**src/rtl/int_sequencer.sv**
```systemverilog
// ---------------------------------------------------------------------------
// int_sequencer
//
// Interrupt/reset sequencer sitting directly in front of the CPU control
// unit. It synchronizes the external NMI/IRQ pins and latches NMI falling
// edges. At each opcode-fetch boundary it arbitrates reset > NMI > IRQ.
// While a request is being serviced it forces the control unit to execute an
// injected BRK (opcode 0x00). It also supplies the vector address and the B
// flag value to be stacked with P.
//
// Optional build macro: NMI_HIJACK_EN
//   defined   - an NMI latched while an IRQ is in service redirects the vector
//               fetch to VEC_NMI and is consumed by that fetch.
//   undefined - vector and kind are frozen at service entry. A late NMI stays
//               latched and is taken at the next fetch boundary.
//
// Ports
//   clk        in   system clock, rising edge
//   rst_n      in   asynchronous active-low reset
//   nmi_n      in   external NMI pin (async), falling edge triggers
//   irq_n      in   external IRQ pin (async), low level triggers
//   P_I        in   I flag from P (1 = IRQ masked)
//   fetch_stb  in   current cycle is an opcode-fetch boundary (poll point)
//   vec_stb    in   vector low-byte fetch happens this cycle
//   force_brk  out  inject 0x00 into IR instead of memory data
//   int_kind   out  00 none, 01 reset, 10 NMI, 11 IRQ
//   vec_addr   out  vector address for the current/next vector fetch
//   b_flag     out  value of B to push with P
//   nmi_pend   out  NMI latch state (debug visibility)
// ---------------------------------------------------------------------------
module int_sequencer #(
    parameter int          SYNC_STAGES = 2,
    parameter logic [15:0] VEC_NMI     = 16'hFFFA,
    parameter logic [15:0] VEC_RES     = 16'hFFFC,
    parameter logic [15:0] VEC_IRQ     = 16'hFFFE
) (
    input  logic        clk,
    input  logic        rst_n,
    input  logic        nmi_n,
    input  logic        irq_n,
    input  logic        P_I,
    input  logic        fetch_stb,
    input  logic        vec_stb,
    output logic        force_brk,
    output logic [1:0]  int_kind,
    output logic [15:0] vec_addr,
    output logic        b_flag,
    output logic        nmi_pend
);

    // A synchronizer shallower than two flops is not safe, so clamp the depth.
    localparam int SN = (SYNC_STAGES < 2) ? 2 : SYNC_STAGES;

    localparam logic [1:0] K_NONE = 2'b00;
    localparam logic [1:0] K_RES  = 2'b01;
    localparam logic [1:0] K_NMI  = 2'b10;
    localparam logic [1:0] K_IRQ  = 2'b11;

    typedef enum logic {
        ST_IDLE,
        ST_SERVICE
    } state_t;

    logic [SN-1:0] nmi_sync_q;
    logic [SN-1:0] irq_sync_q;
    logic          nmi_prev_q;
    logic          nmi_q, nmi_d;
    logic          res_pend_q, res_pend_d;
    state_t        state_q, state_d;
    logic [1:0]    kind_q, kind_d;

    logic          nmi_fall;
    logic          irq_req;
    logic          nmi_clr;
    logic [1:0]    eff_kind;

    function automatic logic [15:0] vec_for(input logic [1:0] k);
        case (k)
            K_RES:   vec_for = VEC_RES;
            K_NMI:   vec_for = VEC_NMI;
            default: vec_for = VEC_IRQ;
        endcase
    endfunction

    // Pin synchronizers. Reset value 1 means "pin inactive" for both lines.
    // nmi_prev_q is the extra copy used to detect a 1->0 transition.
    always_ff @(posedge clk or negedge rst_n) begin
        if (!rst_n) begin
            nmi_sync_q <= '1;
            irq_sync_q <= '1;
            nmi_prev_q <= 1'b1;
        end else begin
            nmi_sync_q <= {nmi_sync_q[SN-2:0], nmi_n};
            irq_sync_q <= {irq_sync_q[SN-2:0], irq_n};
            nmi_prev_q <= nmi_sync_q[SN-1];
        end
    end

    assign nmi_fall = nmi_prev_q & ~nmi_sync_q[SN-1];
    // IRQ is level-sensitive and never stored; it only matters at the poll.
    assign irq_req  = ~irq_sync_q[SN-1] & ~P_I;

`ifdef NMI_HIJACK_EN
    // An NMI arriving during IRQ service takes over the pending vector fetch.
    assign eff_kind = (state_q == ST_SERVICE && kind_q == K_IRQ && nmi_q) ? K_NMI : kind_q;
`else
    assign eff_kind = kind_q;
`endif

    // Control state and latches.
    always_ff @(posedge clk or negedge rst_n) begin
        if (!rst_n) begin
            state_q    <= ST_IDLE;
            kind_q     <= K_NONE;
            nmi_q      <= 1'b0;
            res_pend_q <= 1'b1;
        end else begin
            state_q    <= state_d;
            kind_q     <= kind_d;
            nmi_q      <= nmi_d;
            res_pend_q <= res_pend_d;
        end
    end

    always_comb begin
        state_d    = state_q;
        kind_d     = kind_q;
        res_pend_d = res_pend_q;
        nmi_clr    = 1'b0;
        force_brk  = 1'b0;
        int_kind   = K_NONE;
        vec_addr   = VEC_IRQ;   // idle value also serves a software BRK
        b_flag     = 1'b1;

        case (state_q)
            ST_IDLE: begin
                // vec_stb here is a software BRK and is deliberately ignored.
                if (fetch_stb && (res_pend_q || nmi_q || irq_req)) begin
                    state_d = ST_SERVICE;
                    if (res_pend_q)  kind_d = K_RES;
                    else if (nmi_q)  kind_d = K_NMI;
                    else             kind_d = K_IRQ;
                end
            end
            ST_SERVICE: begin
                force_brk = 1'b1;
                int_kind  = eff_kind;
                b_flag    = 1'b0;
                vec_addr  = vec_for(eff_kind);
                if (vec_stb) begin
                    state_d = ST_IDLE;
                    if (eff_kind == K_NMI) nmi_clr    = 1'b1;
                    if (eff_kind == K_RES) res_pend_d = 1'b0;
                end
            end
            default: state_d = ST_IDLE;
        endcase
    end

    // A fresh edge in the same cycle as the clear keeps the latch set.
    assign nmi_d    = nmi_fall ? 1'b1 : (nmi_clr ? 1'b0 : nmi_q);
    assign nmi_pend = nmi_q;

endmodule

```
**config.mk**
```make
export PLATFORM = sky130hd
export DESIGN_NAME = int_sequencer
export DESIGN_NICKNAME = d
export VERILOG_FILES = /design/src/rtl/int_sequencer.sv
export SDC_FILE = /design/constraint.sdc
export NUM_CORES = 1
export LEC_CHECK = 0
export BUFFER_PORTS_ARGS = -buffer_cell sky130_fd_sc_hd__clkbuf_2
export CAP_MARGIN = 40
export CORE_AREA = 2 2 39 41
export DETAILED_ROUTE_END_ITERATION = 10
export DIE_AREA = 0 0 41 43
export PLACE_DENSITY_LB_ADDON = 0.12
export SETUP_SLACK_MARGIN = 0.05
export SYNTH_ARGS = -nofsm -noshare
export SYNTH_HDL_FRONTEND = slang
export SYNTH_SLANG_ARGS = --single-unit
```
**constraint.sdc**
```tcl
create_clock -name clk -period 1.6 [get_ports clk]
set_clock_uncertainty 0.15 [all_clocks]
set_input_delay 0.32 -clock clk [delete_from_list [all_inputs] [get_ports clk]]
set_output_delay 0.32 -clock clk [all_outputs]
set_load 0.02 [all_outputs]
```
==> impl_metrics.csv, run 1 <==
group,metric,value,unit
routing,remaining_drc_errors,0,
routing,drt_iter0_drc,3,
final_layout,layout-drive-gt1-share,42.4,%
setup_path,path_cells,"and2_4 > nand2b_4 > buf_8",
synth,synthXorXnorAreaFrac,0,%
setup_path,path_delay_family,"flip-flops",
final_layout,layout.cells.non_filler,82,
global_route,grtUsageTotal,9.67,%
global_route,overflow,0,
setup_path,rrSetupSlack,0.37,ns
setup_path,reg2regPathDepth,4,
pwr,peakVddDrop,0.000460,V
global_route,grt_antenna_before_repair,0,
final_layout,final.fill_count,142,
routing,drt_first_pass_iters,3,
routing,vias,318,
clock_tree,cts-root-buf,"clkbuf_4",
die,die_area,1760,um^2
die,initial_core_util,35.8,%
die,die_w,41,um
sta,fin_setup_tns,0,ns
synth,synth_cells,46,
sta,worst_slack,0.0885,ns
routing,wire_per_inst,8.71,um
synth,synth_compound_area_share,12.9,%
clock_tree,clk_path_buf_depth,2,
synth,synth-simple-area-share,9.34,%
synth,yosysSeqAreaShare,52.0,%
placement,io_buffer_count,13,
job,cap_violations,0,
sta,max_freq,662,MHz
global_route,grt_pass1_vias,306,
routing,wl,714,um
setup_path,r2r-end,"eff_kind[0]$_DFFE_PN0P_",
setup_path,cp-startpoint,"state_q$_DFF_PN0_",
global_route,grt_pass1_wl,1120,um
min_path,worstHoldStart,"vec_stb",
sta,final_max_slew_viol_count,0,
min_path,hold_end,"state_q$_DFF_PN0_",
setup_path,endpoint_kind,"output port",
final_layout,layout_commonest_cell,"conb_1",
setup_path,crit_slowest_cell,"dfrtp_1",
die,die_y,43,um
clock_tree,cts_buffers,3,
synth,yosysUniqueCellTypes,16,
synth,synth_top_family_by_area,"buffers and inverters",
die,coreArea,1380,um^2
setup_path,worstPathArrival,1.04,ns
setup_path,slowest_delay,0.42,ns
synth,ys_seq_elements,10,
synth,synth_mux_area_share,0,%
setup_path,critical_path_required,1.13,ns
placement,numPlacedInstances,73,
placement,dp_hpwl,544,um
sta,hold_viol,0,
synth,yosysWarnings,0,
synth,netlist_area,495,um^2
clock_tree,clk_pin_slew,0.06,ns
synth,synth_top_area_share,31.8,%
pwr,cellPowerDensity,1250,nW/um^2
min_path,hp-class,"in -> reg",
placement,preCtsSetupSlack,0.323,ns
routing,antenna_left,0,
setup_path,worstPathMaxFanout,6,
sta,rsz0062_at_grt,"true",
setup_path,critical_path_buf_inv_count,1,
placement,gp_congestion,0.626,
final_layout,most-common-layout-cells,"conb_1, clkbuf_2, dfstp_2",
clock_tree,cts_sinks,10,
synth,yosys.area.top_type,"dfstp_2",
final_layout,antenna_cells,0,
final_layout,fin_nets,74,
status,outcome,"complete, no violations",
clock_tree,clk_latency,0.26,ns
clock_tree,cts_max_level,1,
synth,synth.avg_cell_area,10.8,um^2
die,num_io_pins,28,
global_route,grt_max_degree,11,
setup_path,crit_cells,3,
sta,setup_viol,0,
setup_path,critical_path_class,"reg -> out",
final_layout,utilization,43.7,%
sta,min_period,1.51,ns
pwr,leakagePower,0.000305,uW
min_path,whs_path_depth,2,
sta,fin_crit_sh,94.5,%
synth,synthAdderAreaFrac,0,%
synth,synth_area_leaders,"dfstp_2, buf_4, dfrtp_1",
final_layout,area_delta_synth_final,22.0,%
setup_path,reg2reg_from,"state_q$_DFF_PN0_",
clock_tree,cts_tree,"yes",
die,rows,14,
routing,routed_via_density,3.88,
setup_path,cp-start-kind,"flip-flop",
==> worst max path at each step <==
stage | endpoint
floorplan | vec_addr[1]
global placement | vec_addr[1]
detailed placement | vec_addr[1]
CTS | vec_addr[1]
global route | vec_addr[1]
finish | vec_addr[1]
==> routing by layer <==
metal / global-route usage [%] / vias up / wire length, um
met5: 0 / - / 0
met4: 8.00 / 0 / 0
met3: 3.14 / 0 / 57
met2: 14.7 / 15 / 359
met1: 10.1 / 145 / 298
li1: - / 158 / -
==> what timing repair did <==
action | in CTS | in global routing
hold buffers | 3 | 0
buffers inserted | 1 | 1
setup endpoints to repair | 1 | 3
resized for setup | 2 | 4
hold endpoints to repair | 8 | 0
pin swaps | 0 | 1
==> cell families (layout without fill, tap and decap cells) <==
logic type             after synthesis  count (layout)
other                                2              14
buffers and inverters               18              26
and+or+nand+nor                      5               5
AOI/OAI and AO/OA                   11              11
DFF                                 10              10
==> where the power goes <==
part / switching (uW) / internal [uW] / total [uW]
clock: 77.8 / 95.9 / 174
sequential: 32.0 / 292 / 324
combinational: 160 / 99.1 / 260
==> state kept, by name (all words and copies together), names as in the netlist <==
signal,count
nmi_sync_q,2
state_q,1
irq_sync_q,2
nmi_prev_q,1
eff_kind,2
nmi_pend,1
res_pend_q,1
==> worst reg2reg max path, delay by kind of cell, from the launching register on <==
family                 cells  cell delay (ns)
AO/OA/AOI/OAI              2             0.24
AND/OR/NAND/NOR            1             0.18
buffers and inverters      1             0.15
flip-flops                 1             0.42
==> cell usage after synthesis, drive strengths merged <==
| cell type | n |
|---|---|
| buf | 14 |
| dfstp | 6 |
| dfrtp | 4 |
| inv | 4 |
| o21ai | 4 |
| a21oi | 3 |
| and2 | 2 |
| conb | 2 |
| o21bai | 2 |
| a31oi | 1 |
| nand2b | 1 |
| nand3b | 1 |
| nor2b | 1 |
| o21a | 1 |
==> layout make-up <==
type	count	area [um^2]	area share, %
clock buffers	4	26.3	4.35
inverters	4	15.0	2.48
multi-input cells	30	163	26.9
flip-flops and latches	10	258	42.7
well taps	16	20.0	3.31
repair buffers	18	123	20.3
==> through the flow <==
stage / hold slack, ns / total power, uW / cell area, um^2
floorplan: -0.126 / 516 / 541
global placement: 0.0472 / 567 / 520
detailed placement: 0.0455 / 568 / 520
CTS: 0.0893 / 770 / 593
global route: 0.0804 / 817 / 604
finish: 0.0991 / 757 / 604
(Power assumes the default switching activity.)
==> run 2, diff against run 1 <==
CTS_BUF_LIST = sky130_fd_sc_hd__clkbuf_8 sky130_fd_sc_hd__clkbuf_16   (was not set)
==> run 2 against run 1 <==
Net effect:
- worst setup slack gained 0.014 ns
- first-iteration DRC count shrank 33%
- routed wire length shrank 0.56%
- count of clock-buffer cells in the layout shrank 1
- critical path type unchanged
- largest cell class unchanged
- critical endpoint unchanged
- highest routed layer unchanged
==> impl_metrics.csv, run 2 (synthesized netlist as in run 1, its figures left out) <==
group,metric,value,unit
global_route,grt_util_met1,10.1,%
clock_tree,clk_latency,0.23,ns
setup_path,rrSetupSlack,0.36,ns
sta,hold_viol,0,
status,outcome,"complete, no violations",
sta,fin_crit_sh,93.6,%
global_route,grtUsageMet2,13.4,%
sta,worst_slack,0.102,ns
routing,vias,312,
clock_tree,cts_max_level,1,
setup_path,reg2regPathDepth,4,
global_route,busiest_layer,"met2",
setup_path,critical_path_required,1.13,ns
sta,fin_setup_tns,0,ns
global_route,grt_max_degree,11,
setup_path,endpoint_kind,"output port",
final_layout,fin_nets,71,
sta,final_max_slew_viol_count,0,
global_route,overflow,0,
placement,placed_area,520,um^2
clock_tree,cts_sinks,10,
min_path,whs_path_depth,1,
setup_path,critical_path_class,"reg -> out",
setup_path,crit_slowest_cell,"dfrtp_2",
routing,drt_first_pass_iters,2,
setup_path,path_cells,"and2_4 > nand2b_4 > buf_2",
final_layout,multi_input_area,163,um^2
die,die_area,1760,um^2
setup_path,cp-startpoint,"state_q$_DFF_PN0_",
die,num_io_pins,28,
clock_tree,clk_pin_slew,0.05,ns
die,rows,14,
setup_path,reg2reg_from,"state_q$_DFF_PN0_",
setup_path,cp-start-kind,"flip-flop",
global_route,grt_antenna_before_repair,0,
placement,gp_congestion,0.626,
final_layout,regArea,259,um^2
global_route,grt_pass1_wl,1050,um
sta,min_period,1.50,ns
global_route,globalRouteMet3Util,3.14,%
setup_path,path_delay_family,"flip-flops",
min_path,hold_end,"irq_sync_q[0]$_DFF_PN1_",
job,cap_violations,0,
setup_path,slowest_delay,0.43,ns
placement,io_buffer_count,13,
final_layout,layout_commonest_cell,"conb_1",
final_layout,layout-drive-gt1-share,44.4,%
routing,routed_via_density,3.95,
pwr,cellPowerDensity,1430,nW/um^2
placement,preCtsSetupSlack,0.323,ns
die,die_y,43,um
final_layout,antenna_cells,0,
clock_tree,clk_path_buf_depth,2,
min_path,worstHoldStart,"irq_n",
routing,wl,710,um
final_layout,most-common-layout-cells,"conb_1, clkbuf_2, dfstp_2",
clock_tree,cts-root-buf,"clkbuf_8",
routing,antenna_left,0,
routing,drt_iter0_drc,2,
placement,dp_hpwl,544,um
routing,wire_per_inst,8.99,um
die,die_w,41,um
clock_tree,cts_buffers,3,
sta,rsz0062_at_grt,"false",
clock_tree,cts_tree,"yes",
die,coreArea,1380,um^2
setup_path,worstPathMaxFanout,6,
global_route,grt_pass1_vias,282,
pwr,peakVddDrop,0.000572,V
routing,remaining_drc_errors,0,
final_layout,area_delta_synth_final,17.9,%
die,initial_core_util,35.8,%
setup_path,critical_path_buf_inv_count,1,
setup_path,r2r-end,"eff_kind[0]$_DFFE_PN0P_",
pwr,leakagePower,0.000297,uW
final_layout,stdcell_area,584,um^2
setup_path,worstPathArrival,1.03,ns
min_path,hp-class,"in -> reg",
global_route,grtUsageTotal,8.96,%
sta,setup_viol,0,
final_layout,final.fill_count,150,
sta,max_freq,668,MHz
run 2: how the worst max path moves through the flow:
stage                              to  depth (start not counted)
final                     vec_addr[1]                          3
after global routing      vec_addr[1]                          3
after CTS                 vec_addr[1]                          3
after detailed placement  vec_addr[1]                          3
after global placement    vec_addr[1]                          3
after floorplan           vec_addr[1]                          2
run 2: power breakdown:
part,switching [uW],leakage [uW],total [uW],internal [uW]
Sequential,33.1,0.000106,328,295
Combinational,160,0.000164,252,91.3
Clock,87.8,0.0000269,255,167
run 2: per-layer routing:
metal	routed length [um]	up-vias
li1	-	154
met1	292	143
met2	358	15
met3	59	0
met4	0	0
met5	0	-
run 2: area by class of cell:
type	count	share of cell area (%)
clock buffer	3	7.07
timing repair buffer	15	14.1
tap	16	3.43
inverter	4	2.57
multi-input combinational	30	27.8
sequential	10	44.3
clock inverter	1	0.642
run 2: timing repair:
item,in CTS,in global routing
endpoints found under the setup margin,0,2
hold endpoints to repair,4,0
gates resized for setup,0,2
buffers inserted,0,1
hold buffers,1,0
run 2: through the flow:
stage	hold WS [ns]	power, uW	utilization (%)	instances
3_5_place_dp	0.0455	568	37.6	73
4_1_cts	0.0158	835	41.6	78
5_1_grt	0.0150	889	42.2	79
6_report	0.0230	834	42.2	79
2_1_floorplan	-0.126	516	-	58
3_3_place_gp	0.0472	567	37.6	73
==> run 3, diff against run 2 <==
CORE_AREA = not set   (was 2 2 39 41)
CORE_UTILIZATION = 37   (was not set)
DIE_AREA = not set   (was 0 0 41 43)
clock period = 1.3 ns   (was 1.6 ns; I/O delays follow)
==> run 3 against run 2 <==
Net effect:
- the run now ends with setup timing left
- worst hold slack gained 0.047 ns
- non-clock buffer count grew 5
- die area shrank 16%
- first-iteration DRC count grew to 3.0 times the previous value
- sequential power grew 21%
- global-route usage grew 3.4 points
- clock power grew 49%
- via count grew 5.4%
- largest cell class unchanged
==> impl_metrics.csv, run 3 (synthesized netlist as in run 1, its figures left out) <==
group,metric,value,unit
status,outcome,"finished with violations",
status,violations,"setup timing",
final_layout,most-common-layout-cells,"conb_1, clkbuf_8, clkbuf_2, dfstp_2, buf_4",
placement,io_buffer_count,13,
setup_path,crit_cells,2,
setup_path,critical_path_required,0.89,ns
die,initial_core_util,42.3,%
sta,fin_crit_sh,107,%
setup_path,cp-startpoint,"eff_kind[0]$_DFFE_PN0P_",
sta,final_max_slew_viol_count,0,
final_layout,layout_commonest_cell,"conb_1",
setup_path,worstPathArrival,0.98,ns
sta,worst_slack,-0.0895,ns
global_route,grtUsageTotal,12.4,%
global_route,grt_pass1_vias,317,
routing,wire_per_inst,9.00,um
setup_path,rrSetupSlack,0.02,ns
sta,hold_ws,0.0696,ns
setup_path,path_delay_family,"flip-flops",
setup_path,crit_slowest_cell,"dfrtp_1",
sta,setup_viol,5,
final_layout,layout.cells.non_filler,82,
sta,hold_viol,0,
setup_path,endpoint_kind,"output port",
final_layout,antenna_cells,0,
global_route,grt_max_degree,11,
routing,drt_first_pass_iters,4,
final_layout,area_delta_synth_final,35.4,%
job,cap_violations,0,
routing,remaining_drc_errors,0,
setup_path,reg2regPathDepth,5,
setup_path,worstSetupEndpoint,"vec_addr[2]",
setup_path,worstPathMaxFanout,3,
final_layout,fin_nets,76,
die,die_w,38.6,um
die,die_area,1490,um^2
placement,numPlacedInstances,71,
global_route,grt_pass1_wl,1210,um
pwr,peakVddDrop,0.000884,V
clock_tree,cts_sinks,10,
final_layout,regArea,259,um^2
min_path,hp-class,"in -> reg",
sta,min_period,1.39,ns
clock_tree,clk_latency,0.23,ns
min_path,worstHoldStart,"vec_stb",
setup_path,cp-start-kind,"flip-flop",
sta,fin_setup_tns,-0.414,ns
setup_path,slowest_delay,0.39,ns
clock_tree,cts_max_level,1,
pwr,leakagePower,0.000335,uW
setup_path,path_cells,"nand3b_1 > clkbuf_8",
routing,drt_iter0_drc,6,
placement,dp_hpwl,559,um
min_path,whs_path_depth,2,
pwr,power,1210,uW
clock_tree,cts-root-buf,"clkbuf_8",
die,coreArea,1170,um^2
clock_tree,cts_buffers,3,
routing,vias,329,
final_layout,final.fill_count,109,
clock_tree,cts_tree,"yes",
routing,routed_via_density,4.01,
setup_path,critical_path_buf_inv_count,1,
die,num_io_pins,28,
sta,rsz0062_at_grt,"true",
placement,gp_congestion,0.638,
setup_path,reg2reg_from,"eff_kind[0]$_DFFE_PN0P_",
sta,max_freq,720,MHz
global_route,grt_antenna_before_repair,0,
final_layout,layout-drive-gt1-share,50.0,%
clock_tree,clk_path_buf_depth,2,
final_layout,multi_input_area,166,um^2
global_route,overflow,0,
setup_path,r2r-end,"nmi_pend$_DFFE_PN0P_",
routing,antenna_left,0,
die,rows,12,
routing,wl,738,um
pwr,cellPowerDensity,1800,nW/um^2
die,die_y,38.6,um
clock_tree,clk_pin_slew,0.05,ns
setup_path,critical_path_class,"reg -> out",
-- run 3: cell types whose count changed in the layout (fill, tap and decap cells not counted), sizes merged --
cell,delta
clkbuf,-3
dlygate4sd3,+2
inv,-1
buf,+7
-- run 3: area by class of cell --
class | count | area share (%)
inverters | 4 | 2.24
flip-flops and latches | 10 | 38.6
multi-input cells | 30 | 24.8
well taps | 14 | 2.61
clock buffers | 4 | 8.21
repair buffers | 20 | 23.5
-- run 3: worst reg2reg max path, cell delays in order (launching register included) --
cell	delay, ns
dfrtp_1	0.39
nand3b_1	0.19
buf_4	0.15
buf_4	0.12
o21ai_2	0.10
o21ai_1	0.07
-- run 3: metal layers --
metal,part of all wire [%],global-route usage (%)
met1,39,14.3
met2,53,20.0
met3,7.6,3.47
met4,0,7.76
met5,0,0
-- run 3: power breakdown --
group	internal, uW	leakage, uW	total (uW)	switching, uW
Sequential	363	0.000106	397	34.0
Clock	265	0.0000288	379	113
Combinational	210	0.000200	432	222
Total	838	0.000335	1210	369
-- run 3: repair_timing --
| item | CTS | global route |
|---|---|---|
| hold buffers | 3 | 0 |
| resized for setup | 7 | 8 |
| endpoints found under the setup margin | 6 | 10 |
| hold endpoints to repair | 12 | 0 |
| buffers inserted | 2 | 2 |
-- run 3: per-stage QoR --
step	cell area (um^2)	setup slack (ns)	util, %
6_report	671	-0.0895	57.3
5_1_grt	671	-0.137	57.3
4_1_cts	646	-0.130	55.1
3_5_place_dp	519	0.0894	44.3
3_3_place_gp	519	0.108	44.3
2_1_floorplan	542	0.112	-
-- run 3: how the worst min path moves through the flow --
stage / to
after floorplan: eff_kind[0]$_DFFE_PN0P_
after global routing: state_q$_DFF_PN0_
after detailed placement: eff_kind[0]$_DFFE_PN0P_
after global placement: nmi_pend$_DFFE_PN0P_
after CTS: state_q$_DFF_PN0_
final: state_q$_DFF_PN0_
